===== src/rtl/sp_pkg.sv =====
//------------------------------------------------------------------------------
// sp_pkg
// Shared constants for the simple-processor instruction sequencer. It holds the
// opcode values, the T-state encoding and the bit positions of the instruction
// fields.
// Revision: 1.0
//------------------------------------------------------------------------------
`default_nettype none

package sp_pkg;

  // Instruction opcodes, taken from IR[7:6]
  localparam logic [1:0] IC_MV  = 2'b00;
  localparam logic [1:0] IC_MVI = 2'b01;
  localparam logic [1:0] IC_ADD = 2'b10;
  localparam logic [1:0] IC_SUB = 2'b11;

  // T-state encoding. All four codes are legal, so there is no recovery state.
  localparam logic [1:0] T0 = 2'd0;
  localparam logic [1:0] T1 = 2'd1;
  localparam logic [1:0] T2 = 2'd2;
  localparam logic [1:0] T3 = 2'd3;

  // Instruction field bit positions
  localparam int ICODE_MSB = 7;
  localparam int ICODE_LSB = 6;
  localparam int RX_MSB    = 5;
  localparam int RX_LSB    = 3;
  localparam int RY_MSB    = 2;
  localparam int RY_LSB    = 0;

endpackage

`default_nettype wire


===== src/rtl/instr_sequencer_dec3to8.sv =====
//------------------------------------------------------------------------------
// dec3to8
// Converts a 3-bit register index into an 8-bit one-hot select. When the enable
// input is low, every output bit is forced to zero.
// Revision: 1.0
//------------------------------------------------------------------------------
`default_nettype none

module dec3to8 (
  input  logic [2:0] idx_i,
  input  logic       en_i,
  output logic [7:0] onehot_o
);

  // One output bit per register index; gated so an idle bus selects nothing
  generate
    for (genvar gi = 0; gi < 8; gi++) begin : g_bit
      assign onehot_o[gi] = en_i && (idx_i == 3'(gi));
    end
  endgenerate

endmodule

`default_nettype wire


===== src/rtl/instr_sequencer.sv =====
//------------------------------------------------------------------------------
// instr_sequencer
// Instruction-fetch and T-state sequencer. It captures an instruction in T0 and
// then steps through T1..T3. Bus-select, load and ALU strobes are decoded
// combinationally from the T-state and the IR. It also keeps a wrapping count of
// retired instructions.
// Revision: 1.0
//------------------------------------------------------------------------------
`default_nettype none

module instr_sequencer
  import sp_pkg::*;
#(
  parameter int IW    = 8,
  parameter int CNT_W = 16
) (
  input  logic             clk,
  input  logic             reset,
  input  logic             run,
  input  logic [IW-1:0]    din,
  output logic [1:0]       tstate,
  output logic [1:0]       icode,
  output logic [2:0]       rin,
  output logic [7:0]       rout_sel,
  output logic             din_out,
  output logic             g_out,
  output logic             ir_load,
  output logic             a_load,
  output logic             g_load,
  output logic             addsub,
  output logic             done,
  output logic [CNT_W-1:0] instr_count
);

  logic [1:0]       tstate_q, tstate_d;
  logic [IW-1:0]    ir_q, ir_d;
  logic [CNT_W-1:0] cnt_q, cnt_d;

  logic [1:0] icode_w;
  logic [2:0] rx_w;
  logic [2:0] ry_w;
  logic       is_alu_w;
  logic [2:0] sel_idx_w;
  logic       sel_en_w;

  assign icode_w  = ir_q[ICODE_MSB:ICODE_LSB];
  assign rx_w     = ir_q[RX_MSB:RX_LSB];
  assign ry_w     = ir_q[RY_MSB:RY_LSB];
  // add and sub are the only opcodes with bit 1 set; they take the long path
  assign is_alu_w = icode_w[1];

  // State register: T-state, IR and retired-instruction counter
  always_ff @(posedge clk) begin
    if (reset) begin
      tstate_q <= T0;
      ir_q     <= '0;
      cnt_q    <= '0;
    end else begin
      tstate_q <= tstate_d;
      ir_q     <= ir_d;
      cnt_q    <= cnt_d;
    end
  end

  // Next-state: accept an instruction in T0; short ops return after T1, ALU ops run to T3
  always_comb begin
    tstate_d = tstate_q;
    ir_d     = ir_q;
    cnt_d    = cnt_q + {{(CNT_W-1){1'b0}}, done};
    case (tstate_q)
      T0: begin
        if (run) begin
          ir_d     = din;
          tstate_d = T1;
        end
      end
      T1:      tstate_d = is_alu_w ? T2 : T0;
      T2:      tstate_d = T3;
      default: tstate_d = T0;
    endcase
  end

  // Output decode: bus source, load strobes and done for the current T-state
  always_comb begin
    ir_load   = 1'b0;
    din_out   = 1'b0;
    g_out     = 1'b0;
    a_load    = 1'b0;
    g_load    = 1'b0;
    addsub    = 1'b0;
    done      = 1'b0;
    sel_idx_w = ry_w;
    sel_en_w  = 1'b0;
    case (tstate_q)
      T0: ir_load = run;
      T1: begin
        if (is_alu_w) begin
          // First ALU operand comes from the destination register
          sel_idx_w = rx_w;
          sel_en_w  = 1'b1;
          a_load    = 1'b1;
        end else if (icode_w == IC_MV) begin
          sel_en_w = 1'b1;
          done     = 1'b1;
        end else begin
          din_out = 1'b1;
          done    = 1'b1;
        end
      end
      T2: begin
        sel_en_w = 1'b1;
        g_load   = 1'b1;
        addsub   = icode_w[0];
      end
      default: begin
        g_out = 1'b1;
        done  = 1'b1;
      end
    endcase
  end

  dec3to8 u_dec3to8 (
    .idx_i    (sel_idx_w),
    .en_i     (sel_en_w),
    .onehot_o (rout_sel)
  );

  assign tstate      = tstate_q;
  assign icode       = icode_w;
  assign rin         = rx_w;
  assign instr_count = cnt_q;

endmodule

`default_nettype wire

===== config.mk =====
export PLATFORM = sky130hd
export DESIGN_NAME = instr_sequencer
export DESIGN_NICKNAME = d
export VERILOG_FILES = /design/src/rtl/sp_pkg.sv /design/src/rtl/instr_sequencer_dec3to8.sv /design/src/rtl/instr_sequencer.sv
export SDC_FILE = /design/constraint.sdc
export NUM_CORES = 1
export LEC_CHECK = 0
export ABC_AREA = 1
export CORE_ASPECT_RATIO = 2
export CORE_MARGIN = 4
export CORE_UTILIZATION = 40
export DETAILED_ROUTE_END_ITERATION = 8
export GPL_ROUTABILITY_DRIVEN = 0
export PLACE_DENSITY = 0.75
export RECOVER_POWER = 50
export SETUP_SLACK_MARGIN = 0.2
export SYNTH_ARGS = -nofsm -noshare
export SYNTH_HDL_FRONTEND = slang
export SYNTH_SLANG_ARGS = --single-unit

===== constraint.sdc =====
create_clock -name clk -period 2 [get_ports clk]
set_input_delay 0.6 -clock clk [delete_from_list [all_inputs] [get_ports clk]]
set_output_delay 0.6 -clock clk [all_outputs]
set_load 0.1 [all_outputs]

# After elaboration in Yosys (flattened, before gate mapping)
# Index checks and enable logic that the tools add are counted.
word_totals:
  register_bits: 26
  output_inout_bits: 38
  elab_cells: 47
classes:
  n_reduce_logical: 14
  add_sub_neg: 1
  n_mux: 19
  eq_ne: 10
ops:
  columns: ["operator", "count"]
  rows:
  - ["16-bit by 1-bit adder with 16-bit output", 1]
  - ["3-bit == test, second input constant", 4]
  - ["1-bit 2-to-1 mux", 12]
  - ["1-bit logical AND", 8]
  - ["3-bit by 2-bit == test with 1-bit output, second input constant", 2]
  - ["3-bit 2-to-1 mux", 2]
  - ["2-bit one-hot mux with 3 select lines", 1]
  - ["2-bit logical NOT", 2]
  - ["2-bit 2-to-1 mux", 2]
  - ["1-bit one-hot mux with 2 select lines", 2]
  - ["3-bit by 1-bit == test with 1-bit output, second input constant", 1]
  - ["3-bit logical NOT", 1]
  - ["3-bit OR reduction", 1]
  - ["2-bit by 1-bit == test with 1-bit output, second input constant", 1]
  - ["2-bit == test, second input constant", 1]
  - ["2-bit != test, second input constant", 1]
  - ["2-bit AND reduction", 1]
  - ["2-bit OR reduction", 1]

# Logic depth before layout (Yosys ltp)
logic_depth:
  ltp_word: 5
  mapped_depth: 13
  mapped_depth_nobuf: 13

# Cells and area by module
# Synthesis repeated with hierarchy kept, for this count alone.
unflattened:
  hier_cells: 215
  area_unflattened_um2: 1420.1
modules_own_cells:
  columns: ["mod", "cells_each", "area_each_um2", "n_inst", "seq_area_each_um2"]
  rows:
  - ["instr_sequencer", 198, 1356.3, 1, 520.5]
  - ["dec3to8", 17, 63.8, 1, 0.0]

# Worst setup path after synthesis
# No wires, ideal clock.
synth_path:
  path_kind: "register to register"
  startpoint: "register tstate_q[0], in the netlist tstate[0]"
  endpoint: "register cnt_q[8], in the netlist instr_count[8]"
  setup_ns: 0.123
  t_arrival_ns: 4.906
  path_buffers: 0
  required_ns: 1.877
  stages_incl_launch_ff: 12
  setup_slack_ns: -3.029
  cell_sequence: "dfxtp_1 > inv_1 > ha_1 > or2_2 > a21oi_1 > ha_1 > ha_1 > nand3_1 > inv_1 > nand2_1 > o21ai_0 > a21oi_1"
synth_between:
  elab_chain_len: 4
  word_cells_on_any_way: 6
  cone_classes: "1 x add/sub; 2 x eq/ne; 1 x mux; 2 x reduce/logical"
synth_lines:
  columns: ["item", "line_no", "text"]
  rows:
  - ["from (decl)", "instr_sequencer.sv:35", "logic [1:0] tstate_q, tstate_d;"]
  - ["from (signal assigned)", "instr_sequencer.sv:59", "tstate_q <= tstate_d;"]
  - ["2-bit == test / 2-bit logical NOT (equally long branches)", "instr_sequencer.sv:94", "case (tstate_q)"]
  - ["2-bit OR reduction (no line)", null, null]
  - ["1-bit one-hot mux with 2 select lines *", "instr_sequencer.sv:94", null]
  - ["via done", "instr_sequencer.sv:31", "output logic done,"]
  - ["16-bit by 1-bit adder with 16-bit output *", "instr_sequencer.sv:69", "cnt_d = cnt_q + {{(CNT_W-1){1'b0}}, done};"]
  - ["to (signal assigned)", "instr_sequencer.sv:61", "cnt_q <= cnt_d;"]
  - ["to (decl)", "instr_sequencer.sv:37", "logic [CNT_W-1:0] cnt_q, cnt_d;"]
# Mark *: on every way through the listed nets, which the timed path passes. The rest lies on a longest branch.
# A chain may end at the register's enable or synchronous reset.

# Final worst setup path
layout_path:
  startpoint: "register tstate_q[1], in the netlist tstate[1]"
  endpoint: "output rout_sel[5]"
layout_between:
  elab_chain_len: 4
  word_cells_on_any_way: 6
  cone_classes: "3 x eq/ne; 2 x mux; 1 x reduce/logical"
layout_lines:
  columns: ["item", "line_no", "text"]
  rows:
  - ["2-bit by 1-bit == test with 1-bit output", "instr_sequencer.sv:94", null]
  - ["3-bit 2-to-1 mux", "instr_sequencer.sv:94", null]
  - ["3-bit == test", "instr_sequencer_dec3to8.sv:18", "assign onehot_o[gi] = en_i && (idx_i == 3'(gi));"]
  - ["1-bit logical AND *", "instr_sequencer_dec3to8.sv:18", null]
  - ["to (decl)", "instr_sequencer.sv:24", "output logic [7:0] rout_sel,"]
# Mark *: on every way between the ends. The rest lies on a longest branch, timed or not.

==> run metrics <==
WP data required=1.40 ns; Mapped Area=1415 µm²; Avg Cell Area, Syn=6.644 µm²; CORE AREA=3416 µm²; post-route minimum period=2.277 ns; overall die width=50.06 µm; Max Clock Freq=0.4392 GHz; Seq/Total Area, Yosys=36.78%; RSZ-0062 raised after global routing=yes; Finish-stage setup viols=20; CTS Buffer Depth=2; area leader, netlist=dfxtp_1; top cells by area, synth=dfxtp_1 (37%), nor2_1 (13%), nand2_1 (12%); combinational share of power=49.7%; post-synth top area share=36.78%; CTS root buf=clkbuf_8; clock group share of total power=16.9%; Async SR Flop Fraction=0%; max-slew violation count=0; antenna cells=0; crit path capture type=primary output; sequential power share=33.4%; PortBufs=48; final worst slack=-0.2769 ns; CTS tree=done; Synth Flop Type=dfxtp_1; CTS Sinks=26; clock slew at reported path FFs=0.09 ns; vias in the first global route=1636; area grow syn2layout=106.8%; status=finished with violations; Detail Route Antenna Nets=0; share of cells above drive strength 1=50.36%; DRT iter0 DRCs=47; CP arrival=1.68 ns; 1st-pass router iterations=5; clock skew=0.006666 ns; Final Hold Violating Endpoints=0; first-pass GRT wire length=7231 µm; CTS buffer count=3; Synth Instances=213; Cell variety after synth=25; commonest non-fill, non-tap cell in the layout=nor2_1; Setup Crit Path Kind=reg -> out; NetSw=0.0007940 W; initial antenna violation count=0; pre-CTS WS=-0.06597 ns; max_slew headroom=62.66%; drt wl/cell=16.50 µm; H-tree depth=1; nets=299; GRT overflow=0; PnR Total Power=0.001844 W; failing checks=setup timing; final design utilization=85.68%; max_cap viols=0; worst hold path type=reg -> reg; final instance area=2927 µm²; most frequent cells in the layout=nor2_1 (37), buf_12 (33), nand2_1 (28); total track usage=19.95%; Initial Utilization=41.43%; Worst Max-Slew Pin Slew=0.5625 ns; setup_tns=-3.225 ns; post-detail-place hpwl=3212 µm; Die Y-Extent=92.12 µm; Post-synth EDFFs=0; number of synthesized register bits=26; leakage power=1.203 nW; FP Rows=30; sw frac=43.06%; Ports=49; final worst-path cycle share=113.8%; Clock Latency Late Sink=0.28 ns; Synthesis Warnings=0; Post-Route WL=5411 µm; PD cells=630.1 nW/µm²; Max VDD drop=547.5 µV; total internal power=0.001050 W; Area after DPL=2566 µm²; via/cell ratio=5.095; pin count of the biggest net entering global routing=21; Die Footprint=4611 µm²; syn nets=231; DR vias=1671; crit path launch type=register; CP max FO=4; number of remaining DRC errors=0
[power by group through the flow]
| stage | registers [W] | logic [W] | clock network (W) |
|---|---|---|---|
| after global routing | 0.000621 | 0.000963 | 0.000320 |
| after detailed placement | 0.000612 | 0.000782 | 0 |
| final | 0.000616 | 0.000917 | 0.000311 |
| after CTS | 0.000608 | 0.000863 | 0.000305 |
| after global placement | 0.000610 | 0.000772 | 0 |
| after floorplan | 0.000713 | 0.000402 | 0 |
[sequential cells by signal, summed over array words and instances, names as in the netlist]
name and count:
ir_q 8, tstate 2, instr_count 16
[final cells by class]
| class | count | area, µm² |
|---|---|---|
| clock buffer | 3 | 41.29 |
| timing repair buffer | 70 | 983.4 |
| inverter | 27 | 143.9 |
| tap | 48 | 60.06 |
| multi-input combinational | 153 | 1166 |
| sequential | 26 | 528.0 |
| clock inverter | 1 | 3.754 |
| fill | 165 | 489.2 |
[layer usage]
| metal | GRT usage (%) | vias up | routed length (µm) |
|---|---|---|---|
| met5 | 0 | - | 0 |
| met4 | 8.776 | 0 | 161 |
| met3 | 2.602 | 17 | 179 |
| met2 | 38.86 | 55 | 3257 |
| met1 | 19.68 | 803 | 1812 |
| li1 | - | 796 | - |
[kinds of logic (layout without fill, tap and decap cells)]
group / Yosys count / in the layout / synth area share, %
adders and majority gates: 7 / 7 / 6.189
DFF: 26 / 26 / 36.78
buffers and inverters: 34 / 101 / 10.70
AOI/OAI and AO/OA: 24 / 24 / 9.461
and+or+nand+nor: 120 / 120 / 35.63
xor gates and xnor gates: 2 / 2 / 1.238
[final timing paths]
check,startpoint,cells past startpoint,slack [ns],to
setup / recovery,tstate[1],8,-0.28,rout_sel[5]
hold / removal,ir_q[0],2,0.50,ir_q[0]
setup reg to reg,tstate[1],12,-0.17,instr_count[14]
hold reg to reg,ir_q[0],2,0.50,ir_q[0]
[what timing repair did]
item / 4_1_cts / 5_1_grt
setup endpoints to repair: 27 / 29
endpoints found under the hold margin: 0 / 0
buffers inserted: 4 / 4
hold buffers: 0 / 0
gates resized for setup: 47 / 36
pin swaps: 10 / 9
[worst max-delay path: stages (launching register included)]
cell     delay, ns
dfxtp_4       0.37
inv_4         0.07
ha_4          0.17
o21ai_1       0.10
nand2_2       0.11
buf_6         0.10
nand3_4       0.14
nor2_4        0.15
buf_12        0.18
[Yosys cell counts (all sizes together) (2+ instances only)]
library cell  instances
xor2                  2
nor2                 54
dfxtp                26
nor3                  2
o21ai                12
a21oi                 8
nand2                50
buf                   7
ha                    7
nand3                 8
nand4                 3
inv                  26
[per-stage QoR]
step	hold WS [ns]	instances
after floorplan	0.4554	213
after global placement	0.4665	316
after detailed placement	0.4747	316
after CTS	0.4996	324
after global routing	0.5395	328
final	0.5031	328
(Power assumes the default switching activity.)
